<file path="src/rtl/fifo_drain_ctrl.sv">
// -----------------------------------------------------------------------------
// fifo_drain_ctrl
//
// Read-side adapter that sits directly behind a synchronous FIFO. It turns the
// FIFO's empty / read_enable / read_data interface (one-cycle read latency)
// into a valid/ready stream. A small circular holding buffer absorbs the read
// latency. Reads are issued only from registered state plus the FIFO's empty
// flag, so there is no combinational path from out_ready to fifo_read_enable.
// With BUF_DEPTH >= 3 a continuously ready consumer gets one word per cycle.
//
// Parameters
//   WIDTH        data word width (must match the upstream FIFO)
//   BUF_DEPTH    holding entries, minimum 2; 3 or more gives full throughput
//   COUNT_WIDTH  width of the delivered-word counter
//
// Ports
//   clk               rising-edge clock
//   rstn              synchronous active-low reset (shared with the FIFO)
//   fifo_empty        FIFO empty flag
//   fifo_read_data    FIFO read data, valid the cycle after an accepted read
//   fifo_read_enable  read request to the FIFO
//   out_data          head-of-buffer word
//   out_valid         out_data holds a valid word
//   out_ready         consumer accepts the word this cycle
//   word_count        handshakes completed since reset (wraps)
// -----------------------------------------------------------------------------
module fifo_drain_ctrl #(
  parameter int WIDTH       = 4,
  parameter int BUF_DEPTH   = 3,
  parameter int COUNT_WIDTH = 8
) (
  input  logic                   clk,
  input  logic                   rstn,
  input  logic                   fifo_empty,
  input  logic [WIDTH-1:0]       fifo_read_data,
  output logic                   fifo_read_enable,
  output logic [WIDTH-1:0]       out_data,
  output logic                   out_valid,
  input  logic                   out_ready,
  output logic [COUNT_WIDTH-1:0] word_count
);

  localparam int PTR_W = (BUF_DEPTH > 1) ? $clog2(BUF_DEPTH) : 1;
  localparam int OCC_W = $clog2(BUF_DEPTH + 1);

  localparam logic [PTR_W-1:0] LAST_PTR  = PTR_W'(BUF_DEPTH - 1);
  // Occupancy plus the in-flight read can reach BUF_DEPTH, so the sum is
  // evaluated one bit wider than the occupancy register.
  localparam logic [OCC_W:0]   DEPTH_EXT = (OCC_W + 1)'(BUF_DEPTH);

  // ---------------------------------------------------------------------------
  // State
  // ---------------------------------------------------------------------------
  logic [WIDTH-1:0]       r_mem [BUF_DEPTH];
  logic [PTR_W-1:0]       r_head;
  logic [PTR_W-1:0]       r_tail;
  logic [OCC_W-1:0]       r_occ;        // words held in r_mem
  logic                   r_pend;       // read accepted last edge, data on bus now
  logic [WIDTH-1:0]       r_out_data;   // registered copy of the head word
  logic [COUNT_WIDTH-1:0] r_word_count;

  // ---------------------------------------------------------------------------
  // Combinational
  // ---------------------------------------------------------------------------
  logic [OCC_W:0]   w_fill;
  logic             w_pop;
  logic [PTR_W-1:0] w_head_inc;
  logic [PTR_W-1:0] w_tail_inc;
  logic [OCC_W-1:0] w_occ_nxt;
  logic [WIDTH-1:0] w_out_data_nxt;

  // Buffer slots already committed: stored words plus the read in flight.
  assign w_fill = {1'b0, r_occ} + {{OCC_W{1'b0}}, r_pend};

  // Issue a read only when its data is guaranteed a free slot on arrival.
  assign fifo_read_enable = rstn && !fifo_empty && (w_fill < DEPTH_EXT);

  assign out_valid = (r_occ != '0);
  assign out_data  = r_out_data;
  assign word_count = r_word_count;

  assign w_pop = out_valid && out_ready;

  assign w_head_inc = (r_head == LAST_PTR) ? '0 : r_head + PTR_W'(1);
  assign w_tail_inc = (r_tail == LAST_PTR) ? '0 : r_tail + PTR_W'(1);

  // occ + p never exceeds BUF_DEPTH and a pop needs occ >= 1, so this fits.
  assign w_occ_nxt = r_occ + OCC_W'(r_pend) - OCC_W'(w_pop);

  // The head word is kept in its own register so that out_data can hold its
  // last value after the buffer drains and reset to zero without having to
  // reset the storage array. Next head word:
  //   - pop with >= 2 stored: the entry behind the current head
  //   - pop with 1 stored and a word arriving: the arriving word
  //   - empty and a word arriving: the arriving word
  //   - otherwise: unchanged (keeps out_data stable until the pop)
  always_comb begin
    // NOTE: every always_comb output gets a default first; a path that leaves
    // it unassigned would infer a latch.
    w_out_data_nxt = r_out_data;
    if (w_pop) begin
      if (r_occ > OCC_W'(1)) begin
        w_out_data_nxt = r_mem[w_head_inc];
      end else if (r_pend) begin
        w_out_data_nxt = fifo_read_data;
      end
    end else if ((r_occ == '0) && r_pend) begin
      w_out_data_nxt = fifo_read_data;
    end
  end

  // ---------------------------------------------------------------------------
  // Storage array
  // ---------------------------------------------------------------------------
  // NOTE: the data array is deliberately not reset; validity is carried by
  // r_occ, which is reset, so stale contents are never observed.
  always_ff @(posedge clk) begin
    if (rstn && r_pend) begin
      r_mem[r_tail] <= fifo_read_data;
    end
  end

  // ---------------------------------------------------------------------------
  // Control state
  // ---------------------------------------------------------------------------
  // NOTE: sequential state uses non-blocking assignments only, so every
  // register samples pre-edge values regardless of statement order.
  always_ff @(posedge clk) begin
    if (!rstn) begin
      r_head       <= '0;
      r_tail       <= '0;
      r_occ        <= '0;
      r_pend       <= 1'b0;   // a read in flight is dropped; the FIFO resets too
      r_out_data   <= '0;
      r_word_count <= '0;
    end else begin
      r_pend     <= fifo_read_enable && !fifo_empty;
      r_occ      <= w_occ_nxt;
      r_out_data <= w_out_data_nxt;
      if (r_pend) begin
        r_tail <= w_tail_inc;
      end
      if (w_pop) begin
        r_head       <= w_head_inc;
        r_word_count <= r_word_count + COUNT_WIDTH'(1);
      end
    end
  end

endmodule

</file>
<file path="config.mk">
export PLATFORM = sky130hd
export DESIGN_NAME = fifo_drain_ctrl
export DESIGN_NICKNAME = d
export VERILOG_FILES = /design/src/rtl/fifo_drain_ctrl.sv
export SDC_FILE = /design/constraint.sdc
export NUM_CORES = 1
export LEC_CHECK = 0
export BUFFER_PORTS_ARGS = -buffer_cell sky130_fd_sc_hd__clkbuf_2
export CORE_ASPECT_RATIO = 0.7
export CORE_MARGIN = 2
export CORE_UTILIZATION = 40
export CTS_BUF_LIST = sky130_fd_sc_hd__clkbuf_8
export CTS_CLUSTER_DIAMETER = 200
export DETAILED_ROUTE_END_ITERATION = 10
export GPL_TIMING_DRIVEN = 0
export HOLD_SLACK_MARGIN = 0.08
export PLACE_DENSITY = 0.69
export SLEW_MARGIN = 5
export SYNTH_ARGS = -nofsm -noshare
export SYNTH_HDL_FRONTEND = slang
export SYNTH_SLANG_ARGS = --single-unit
export TNS_END_PERCENT = 10
</file>
<file path="constraint.sdc">
create_clock -name clk -period 4.03 [get_ports clk]
set_input_delay 0.403 -clock clk [delete_from_list [all_inputs] [get_ports clk]]
set_output_delay 0.403 -clock clk [all_outputs]
set_load 0.02 [all_outputs]
</file>
==> metrics.md, run 1 <==
| Metric | Value |
|---|---|
| Top cells by area, synth | dfxtp_1 (27%), edfxtp_1 (26%), mux2_2 (4.0%) |
| HP Class | in2reg |
| Commonest non-fill, non-tap cell in the layout | clkbuf_2 |
| Synth Warn # | 0 |
| Max FO, Critical Path | 7 |
| DRC violations left | 0 |
| Pint | 0.686 mW |
| Vias in the first global route | 964 |
| Synth Register Bits | 31 |
| Pwr/cell area | 600 nW/um2 |
| # setup viols final | 0 |
| Dpl hpwl | 2.12 mm |
| Hold Fails Final Rpt | 0 |
| Core Util, Final | 51.7% |
| CTS tree | yes |
| Reg2Reg Setup Slack | 2300 ps |
| Area added between synthesis and finish | 19.8% |
| Io pins | 22 |
| Area leader, netlist | dfxtp_1 |
| Cell row count | 17 |
| Total power draw | 1.00 mW |
| GP Congestion | 0.785 |
| CP Class | reg2out |
| Clock power share | 31.6% |
| Crit share post-route | 54.4% |
| Port bufs | 20 |
| GRT overflow | 0 |
| Total CTS buffers | 5 |
| First-pass GRT wire length | 4.57 mm |
| DRT Pass-1 Iters | 4 |
| Via count | 1,064 |
| Post-synth EDFFs | 12 |
| Total die area | 3980 um2 |
| Slowest-stage cell, CP | dfxtp_1 |
| Postcts setup bufs | 0 |
| Crit path cell chain | ha_1 > ha_1 > a2111oi_0 > clkbuf_2 |
| Most frequent cells in the layout | clkbuf_2 (20), dfxtp_1 (19), nand2_1 (14) |
| Vias per inst | 5.27 |
| Initial Util | 43.1% |
| Total Routing Usage GR | 16.7% |
| Worst setup margin | 1840 ps |
| Ys flop type | dfxtp_1 |
| Clock-pin slew on the worst setup and hold paths | 60 ps |
| Status | finished clean |
| Post-route ant nets | 0 |
| Worst skew pair latency | 280 ps |
| Tmin final | 2190 ps |
| CTS root buf | clkbuf_8 |
| Reg-to-Reg Start | r_occ[0] |
| Die Span X | 74.6 um |
| Syn Inst Count | 127 |
| FF-to-FF path depth | 7 |
| Initial antenna violation count | 0 |
| Net Count, Synth | 139 |
| # resized after CTS | 0 |
| # H-tree levels | 2 |
| Peak VDD IR | 232 uV |
| Setup TNS Final | 0 ps |
| Cell Area, Synth | 1390 um2 |
| RSZ-0062 raised after global routing | no |
| Comb power frac | 28.5% |
| Worst-Margin Slew | 813 ps |
| Slew Viols, Final | 0 |
| Pre-CTS setup slack | 2140 ps |
| Post-synthesis cell type count | 36 |
| Total net switching power | 0.317 mW |
| Vert. Die Dim | 53.4 um |
| Hold Path Depth | 2 |
| Max stage delay on crit path | 380 ps |
| Avg Inst Size Synth | 11.0 um2 |
| Synth top area share | 27.3% |
| Largest net degree at the start of global routing | 11 |
| Max Buffers Root-to-Sink | 2 |
| Core area | 3230 um2 |
| WL final | 2.85 mm |
| Worst reg2reg endpoint | r_occ[1] |
| Max_slew headroom | 45.7% |
| Final net count | 166 |
| Hold_sp | fifo_empty |
| Max Cap Viol | 0 |
| Arr. time, crit path | 1790 ps |
| Worst clock skew | 3.89 ps |
| Leakage power | 0.635 nW |
| FMAX | 456 MHz |
| Hold Crit Endpoint | r_pend |
| Switching share of power | 31.6% |
| Critical Path Source Type | flip-flop |
| WP data required | 3630 ps |
| # diodes | 0 |
| Share of cells above drive strength 1 | 28.4% |
| Sequential power share | 39.9% |
| Asr flop ratio synth | 0% |
| Wire per inst | 14.1 um |
| Post-CTS Hold Buffers | 0 |
| 1st-iter DRT viols | 78 |
| Most frequent CP cell | ha_1 |
| Sinks on Clock Net | 31 |
| Worst Setup End Kind | primary output |
| Seq/Total Area, Yosys | 53.1% |
layout make-up:
cell class	count	area (um2)
fill	304	1560
clock inverter	2	35.0
inverter	1	3.75
timing repair buffer	20	100
tap	47	58.8
sequential	31	741
buffer	7	45.0
clock buffer	6	82.6
multi-input combinational	88	604
through the flow:
step / std cells / cell area, um2 / hold WS [ps]
after floorplan: 127 / 1390 / 493
after global placement: 194 / 1550 / 461
after detailed placement: 194 / 1550 / 483
after CTS: 202 / 1670 / 295
after global routing: 202 / 1670 / 293
final: 202 / 1670 / 307
per-layer routing:
layer | vias up | wire [um] | track usage (%)
met3 | 2 | 106 | 7.43
met2 | 22 | 1300 | 23.9
li1 | 529 | - | -
met4 | 0 | 27 | 8.93
met1 | 511 | 1410 | 20.9
met5 | - | 0 | 0
synth_stat cells (3+ instances only):
cell type,count
nor2_1,6
buf_2,3
mux2i_1,3
ha_1,4
edfxtp_1,12
nand2b_1,6
nand2_1,14
a311oi_1,4
dfxtp_1,19
nand4_1,3
a21oi_1,11
mux2_2,5
o2111ai_1,4
sequential cells by signal, indices dropped and copies added (netlist names):
| signal | flops |
|---|---|
| r_occ | 2 |
| word_count | 8 |
| r_mem | 12 |
| out_data | 4 |
| r_pend | 1 |
| r_tail | 2 |
| r_head | 2 |
worst max path at each step:
stage	from	end	slack, ps	cells past startpoint
2_1_floorplan	r_occ[0]	fifo_read_enable	1650	3
3_3_place_gp	r_occ[0]	fifo_read_enable	2130	4
3_5_place_dp	r_occ[0]	fifo_read_enable	2140	4
4_1_cts	r_occ[0]	fifo_read_enable	1810	4
5_1_grt	r_occ[0]	fifo_read_enable	1740	4
6_report	r_occ[0]	fifo_read_enable	1840	4
power by group through the flow:
stage               Clock [mW]  Sequential, mW  Combinational [mW]
finish                   0.317           0.400               0.286
detailed placement           0           0.406               0.285
floorplan                    0           0.426               0.188
CTS                      0.327           0.400               0.287
global route             0.339           0.404               0.316
global placement             0           0.404               0.279
cell families (layout without fill, tap and decap cells):
family | after synthesis | in the layout | synth area share [%]
and+or+nand+nor | 43 | 43 | 16.8
xor gates and xnor gates | 4 | 4 | 2.51
DFF | 31 | 31 | 53.1
AOI/OAI and AO/OA | 29 | 29 | 14.3
adders and majority gates | 4 | 4 | 3.59
muxes | 8 | 8 | 6.19
buffers and inverters | 8 | 36 | 3.50
worst max-delay path: cells and delay by family (launching register included):
kind                       cells  cell delay, ps
AOI/OAI and AO/OA              1             380
buffers and inverters          1             240
adders and majority gates      2             510
DFF                            1             380
Power figures use the tool's default switching activity.
==> run 2, diff against run 1 <==
==> constraint.sdc (replaced) <==
create_clock -name clk -period 2.18 [get_ports clk]
set_input_delay 0.218 -clock clk [delete_from_list [all_inputs] [get_ports clk]]
set_output_delay 0.218 -clock clk [all_outputs]
set_load 0.02 [all_outputs]
==> metrics.md, run 2 (synthesis gave the netlist of run 1 again) <==
| Metric | Value |
|---|---|
| Reg-to-Reg Start | r_occ[0] (unchanged) |
| Final std cells w/o fill | 202 (unchanged) |
| RSZ-0062 raised after global routing | no (unchanged) |
| GP Congestion | 0.741 (was 0.785) |
| Max_slew headroom | 57.5% (was 45.7%) |
| Worst-Margin Slew | 636 ps (was 813 ps) |
| Clock-pin slew on the worst setup and hold paths | 60 ps (about the same) |
| 1st-iter DRT viols | 70 (was 78) |
| CP Class | reg2out (unchanged) |
| Cell area after placement | 1550 um2 (about the same) |
| DRC violations left | 0 (unchanged) |
| # setup viols final | 0 (unchanged) |
| Io pins | 22 (unchanged) |
| Initial antenna violation count | 0 (unchanged) |
| Worst clock skew | 2.46 ps (was 3.89 ps) |
| Most frequent CP cell | ha_1 (unchanged) |
| Share of cells above drive strength 1 | 26.5% (was 28.4%) |
| CTS tree | yes (unchanged) |
| Pint | 1.11 mW (was 0.686 mW) |
| Slew Viols, Final | 0 (unchanged) |
| Top reg by flops | r_mem (unchanged) |
| Vias in the first global route | 986 (was 964) |
| Area added between synthesis and finish | 17.2% (was 19.8%) |
| # H-tree levels | 2 (unchanged) |
| Pwr/cell area | 1030 nW/um2 (was 600 nW/um2) |
| Max stage delay on crit path | 390 ps (was 380 ps) |
| Final Cell Area | 1630 um2 (was 1670 um2) |
| Final net count | 166 (unchanged) |
| Total CTS buffers | 5 (unchanged) |
| First-pass GRT wire length | 4.54 mm (was 4.57 mm) |
| HP Class | in2reg (unchanged) |
| # diodes | 0 (unchanged) |
| Tmin final | 2010 ps |
| Comb power frac | 31.5% (was 28.5%) |
| Total power draw | 1.69 mW (was 1.00 mW) |
| Post-route ant nets | 0 (unchanged) |
| Core area | 3230 um2 (unchanged) |
| FILL cells | 311 (was 304) |
| WP data required | 1960 ps (was 3630 ps) |
| Worst skew pair latency | 280 ps (about the same) |
| Sequential power share | 43.8% (was 39.9%) |
| FF-to-FF path depth | 7 (unchanged) |
| Cell row count | 17 (unchanged) |
| Critical Path Source Type | flip-flop (unchanged) |
| Largest net degree at the start of global routing | 11 (unchanged) |
| Crit path to | fifo_read_enable (unchanged) |
| Worst Setup End Kind | primary output (unchanged) |
| # resized after CTS | 0 (unchanged) |
| Port bufs | 20 (unchanged) |
| Worst setup margin | 174 ps (was 1840 ps) |
| Worst reg2reg endpoint | r_occ[1] (unchanged) |
| Hold Fails Final Rpt | 0 (unchanged) |
| Postcts setup bufs | 0 (unchanged) |
| Max reg flops | 12 (unchanged) |
| WP depth | 4 (unchanged) |
| Initial Util | 43.1% (unchanged) |
| Leakage power | 0.618 nW (was 0.635 nW) |
| Sequential Area | 741 um2 (unchanged) |
| Clock power share | 24.7% (was 31.6%) |
| Crit path buf inv count | 1 (unchanged) |
| Slowest-stage cell, CP | a2111oi_1 (was dfxtp_1) |
| Vias per inst | 5.18 (was 5.27) |
| Max Cap Viol | 0 (unchanged) |
| Most frequent cells in the layout | clkbuf_2 (20), dfxtp_1 (19), nand2_1 (14) (unchanged) |
| Crit path cell chain | ha_1 > ha_1 > a2111oi_1 > clkbuf_2 (was ha_1 > ha_1 > a2111oi_0 > clkbuf_2) |
| Dpl hpwl | 2.12 mm (about the same) |
| Cell count after placement | 194 (unchanged) |
| GRT overflow | 0 (unchanged) |
| Switching share of power | 34.0% (was 31.6%) |
| Wire per inst | 13.8 um (was 14.1 um) |
| Arr. time, crit path | 1790 ps (about the same) |
| CP top delay family | adder cells (unchanged) |
| Die Span X | 74.6 um (unchanged) |
| Post-CTS Hold Buffers | 0 (unchanged) |
| Max Buffers Root-to-Sink | 2 (unchanged) |
| Critical path origin | r_occ[0] (unchanged) |
| Vert. Die Dim | 53.4 um (unchanged) |
| Total die area | 3980 um2 (unchanged) |
| WL final | 2.79 mm (was 2.85 mm) |
| Area used by multi-input combinational logic | 606 um2 (was 604 um2) |
| FMAX | 499 MHz |
| DRT Pass-1 Iters | 4 (unchanged) |
| Pre-CTS setup slack | 461 ps (was 2140 ps) |
| Total Routing Usage GR | 16.2% (was 16.7%) |
| Reg2Reg Setup Slack | 480 ps (was 2300 ps) |
| Max FO, Critical Path | 7 (unchanged) |
| Setup TNS Final | 0 ps (unchanged) |
| Status | finished clean (unchanged) |
| Sinks on Clock Net | 31 (unchanged) |
| Total net switching power | 0.574 mW (was 0.317 mW) |
| Hold WS | 123 ps (was 307 ps) |
| Core Util, Final | 50.5% (was 51.7%) |
| CTS root buf | clkbuf_8 (unchanged) |
| Commonest non-fill, non-tap cell in the layout | clkbuf_2 (unchanged) |
| Peak VDD IR | 335 uV (was 232 uV) |
| Via count | 1,046 (was 1,064) |
| Crit share post-route | 92.0% |
==> run 2: per-layer routing <==
layer  vias up  track usage, %  share of wire [%]
met4         0            9.82                2.8
li1        525               -                  -
met5         -               0                  0
met2        22            24.0                 45
met3        10            5.71                4.4
met1       489            20.2                 48
==> run 2: power by group through the flow <==
stage	clock [mW]	sequential (mW)	combinational, mW
after detailed placement	0	0.752	0.530
after floorplan	0	0.787	0.349
after global placement	0	0.748	0.513
final	0.416	0.739	0.531
after global routing	0.443	0.749	0.585
after CTS	0.419	0.740	0.531
==> run 2: layout make-up <==
| type | instances | area share [%] |
|---|---|---|
| multi-input combinational | 88 | 37.1 |
| clock buffer | 5 | 4.21 |
| timing repair buffer | 20 | 6.13 |
| tap | 47 | 3.60 |
| buffer | 7 | 2.76 |
| clock inverter | 3 | 0.689 |
| inverter | 1 | 0.230 |
| sequential | 31 | 45.3 |
==> run 2: worst min path at each step <==
stage          startpoint      to  slack (ps)  depth (start not counted)
2_1_floorplan  fifo_empty  r_pend         310                          1
3_3_place_gp   fifo_empty  r_pend         410                          2
3_5_place_dp   fifo_empty  r_pend         420                          2
4_1_cts        fifo_empty  r_pend         120                          2
5_1_grt        fifo_empty  r_pend         120                          2
6_report       fifo_empty  r_pend         120                          2
==> run 3, diff against run 2 <==
--- a/config.mk
+++ b/config.mk
@@ -15,6 +15,7 @@
 export GPL_TIMING_DRIVEN = 0
 export HOLD_SLACK_MARGIN = 0.08
 export PLACE_DENSITY = 0.69
+export RECOVER_POWER = 100
 export SLEW_MARGIN = 5
 export SYNTH_ARGS = -nofsm -noshare
 export SYNTH_HDL_FRONTEND = slang
==> constraint.sdc (replaced) <==
create_clock -name clk -period 2.18 [get_ports clk]
set_input_delay 0.327 -clock clk [delete_from_list [all_inputs] [get_ports clk]]
set_output_delay 0.327 -clock clk [all_outputs]
set_load 0.02 [all_outputs]
==> metrics.md, run 3 (synthesis gave the netlist of run 1 again) <==
| Metric | Value |
|---|---|
| Status | finished clean (unchanged) |
| Peak VDD IR | 342 uV (was 335 uV) |
| Crit path cell chain | ha_1 > ha_1 > a2111oi_2 > clkbuf_2 (was ha_1 > ha_1 > a2111oi_1 > clkbuf_2) |
| Io pins | 22 (unchanged) |
| GP Congestion | 0.741 (unchanged) |
| Clock-pin slew on the worst setup and hold paths | 60 ps (about the same) |
| # H-tree levels | 2 (unchanged) |
| RSZ-0062 raised after global routing | no (unchanged) |
| 1st-iter DRT viols | 53 (was 70) |
| First-pass GRT wire length | 4.54 mm (unchanged) |
| Vert. Die Dim | 53.4 um (unchanged) |
| Hold Fails Final Rpt | 0 (unchanged) |
| Cell row count | 17 (unchanged) |
| Slew Viols, Final | 0 (unchanged) |
| Worst Setup End Kind | primary output (unchanged) |
| DRC violations left | 0 (unchanged) |
| Dpl hpwl | 2.12 mm (unchanged) |
| GRT overflow | 0 (unchanged) |
| Pre-CTS setup slack | 352 ps (was 461 ps) |
| Vias per inst | 5.21 (was 5.18) |
| Commonest non-fill, non-tap cell in the layout | clkbuf_1 (was clkbuf_2) |
| Arr. time, crit path | 1720 ps (was 1790 ps) |
| Max reg flops | 12 (unchanged) |
| WP data required | 1850 ps (was 1960 ps) |
| Sequential power share | 44.5% (was 43.8%) |
| Total die area | 3980 um2 (unchanged) |
| Clock power share | 25.2% (was 24.7%) |
| Switching share of power | 34.5% (was 34.0%) |
| Initial Util | 43.1% (unchanged) |
| Leakage power | 0.548 nW (was 0.618 nW) |
| Area added between synthesis and finish | 14.6% (was 17.2%) |
| Top reg by flops | r_mem (unchanged) |
| Hold WS | 252 ps (was 123 ps) |
| FMAX | 488 MHz (was 499 MHz) |
| Total CTS buffers | 5 (unchanged) |
| Wire per inst | 14.0 um (was 13.8 um) |
| # setup viols final | 0 (unchanged) |
| Worst setup margin | 130 ps (was 174 ps) |
| Total Routing Usage GR | 16.2% (unchanged) |
| Max_slew headroom | 57.7% (was 57.5%) |
| Most frequent CP cell | ha_1 (unchanged) |
| WL final | 2.82 mm (was 2.79 mm) |
| DRT Pass-1 Iters | 4 (unchanged) |
| CP Class | reg2out (unchanged) |
| Crit share post-route | 94.1% (was 92.0%) |
| Final Cell Area | 1600 um2 (was 1630 um2) |
| Cell area after placement | 1550 um2 (unchanged) |
| Setup TNS Final | 0 ps (unchanged) |
| Most frequent cells in the layout | clkbuf_1 (22), dfxtp_1 (18), nand2_1 (14) (was clkbuf_2 (20), dfxtp_1 (19), nand2_1 (14)) |
| Comb power frac | 30.3% (was 31.5%) |
| Worst skew pair latency | 280 ps (about the same) |
| Max FO, Critical Path | 7 (unchanged) |
| HP Class | in2reg (unchanged) |
| Worst clock skew | 2.05 ps (was 2.46 ps) |
| Post-route ant nets | 0 (unchanged) |
| Core area | 3230 um2 (unchanged) |
| Sinks on Clock Net | 31 (unchanged) |
| Tmin final | 2050 ps (was 2010 ps) |
| Total net switching power | 0.571 mW (was 0.574 mW) |
| Via count | 1,053 (was 1,046) |
| Die Span X | 74.6 um (unchanged) |
| CTS tree | yes (unchanged) |
| Worst-Margin Slew | 634 ps (was 636 ps) |
| Pint | 1.08 mW (was 1.11 mW) |
| Max stage delay on crit path | 370 ps (was 390 ps) |
| Share of cells above drive strength 1 | 12.9% (was 26.5%) |
| CTS root buf | clkbuf_8 (unchanged) |
| Port bufs | 20 (unchanged) |
| Slowest-stage cell, CP | a2111oi_2 (was a2111oi_1) |
| Vias in the first global route | 986 (unchanged) |
| Pwr/cell area | 1030 nW/um2 (about the same) |
| Total power draw | 1.65 mW (was 1.69 mW) |
| Largest net degree at the start of global routing | 11 (unchanged) |
| Max Buffers Root-to-Sink | 2 (unchanged) |
| # diodes | 0 (unchanged) |
| Post-CTS Hold Buffers | 0 (unchanged) |
| Max Cap Viol | 0 (unchanged) |
| Final net count | 166 (unchanged) |
| Initial antenna violation count | 0 (unchanged) |
| Critical Path Source Type | flip-flop (unchanged) |
run 3: final cells by class:
type | count | area (um2)
clock inverters | 3 | 11.3
repair buffers | 20 | 77.6
fillers | 319 | 1640
multi-input cells | 88 | 599
well taps | 47 | 58.8
clock buffers | 5 | 68.8
flip-flops and latches | 31 | 742
inverters | 1 | 3.75
plain buffers | 7 | 36.3
run 3: routing by layer:
| layer | global-route usage (%) | wire, um | vias up |
|---|---|---|---|
| met3 | 5.71 | 113 | 10 |
| met5 | 0 | 0 | - |
| li1 | - | - | 524 |
| met4 | 9.82 | 78 | 0 |
| met1 | 20.2 | 1350 | 499 |
| met2 | 24.0 | 1280 | 20 |
run 3: worst paths after layout:
path,slack (ps),to,depth (start not counted),startpoint
setup / recovery,130,fifo_read_enable,4,r_occ[0]
hold / removal,250,r_pend,2,fifo_empty
hold reg to reg,490,word_count[7],2,word_count[7]
setup reg to reg,220,r_occ[1],7,r_occ[0]
run 3: per-stage QoR:
step	utilization [%]	cells
finish	49.4	202
floorplan	-	127
global placement	48.1	194
CTS	50.5	202
global route	49.4	202
detailed placement	48.1	194
run 3: worst max-delay path, delay by kind of cell, from the launching register on:
kind                     cells  cell delay, ps
buffers and inverters        1             230
adder cells (fa/ha/maj)      2             500
flip-flops                   1             350
AO/OA/AOI/OAI                1             370
run 3: power by group through the flow:
stage | sequential [mW] | combinational (mW) | clock, mW
after global routing | 0.746 | 0.555 | 0.443
after detailed placement | 0.752 | 0.530 | 0
after CTS | 0.740 | 0.531 | 0.419
final | 0.736 | 0.500 | 0.416
after global placement | 0.748 | 0.513 | 0
after floorplan | 0.787 | 0.349 | 0
run 3: timing repair:
| action | CTS | global route |
|---|---|---|
| endpoints found under the setup margin | 0 | 1 |
| resized for setup | 0 | 2 |
| buffers inserted | 0 | 0 |
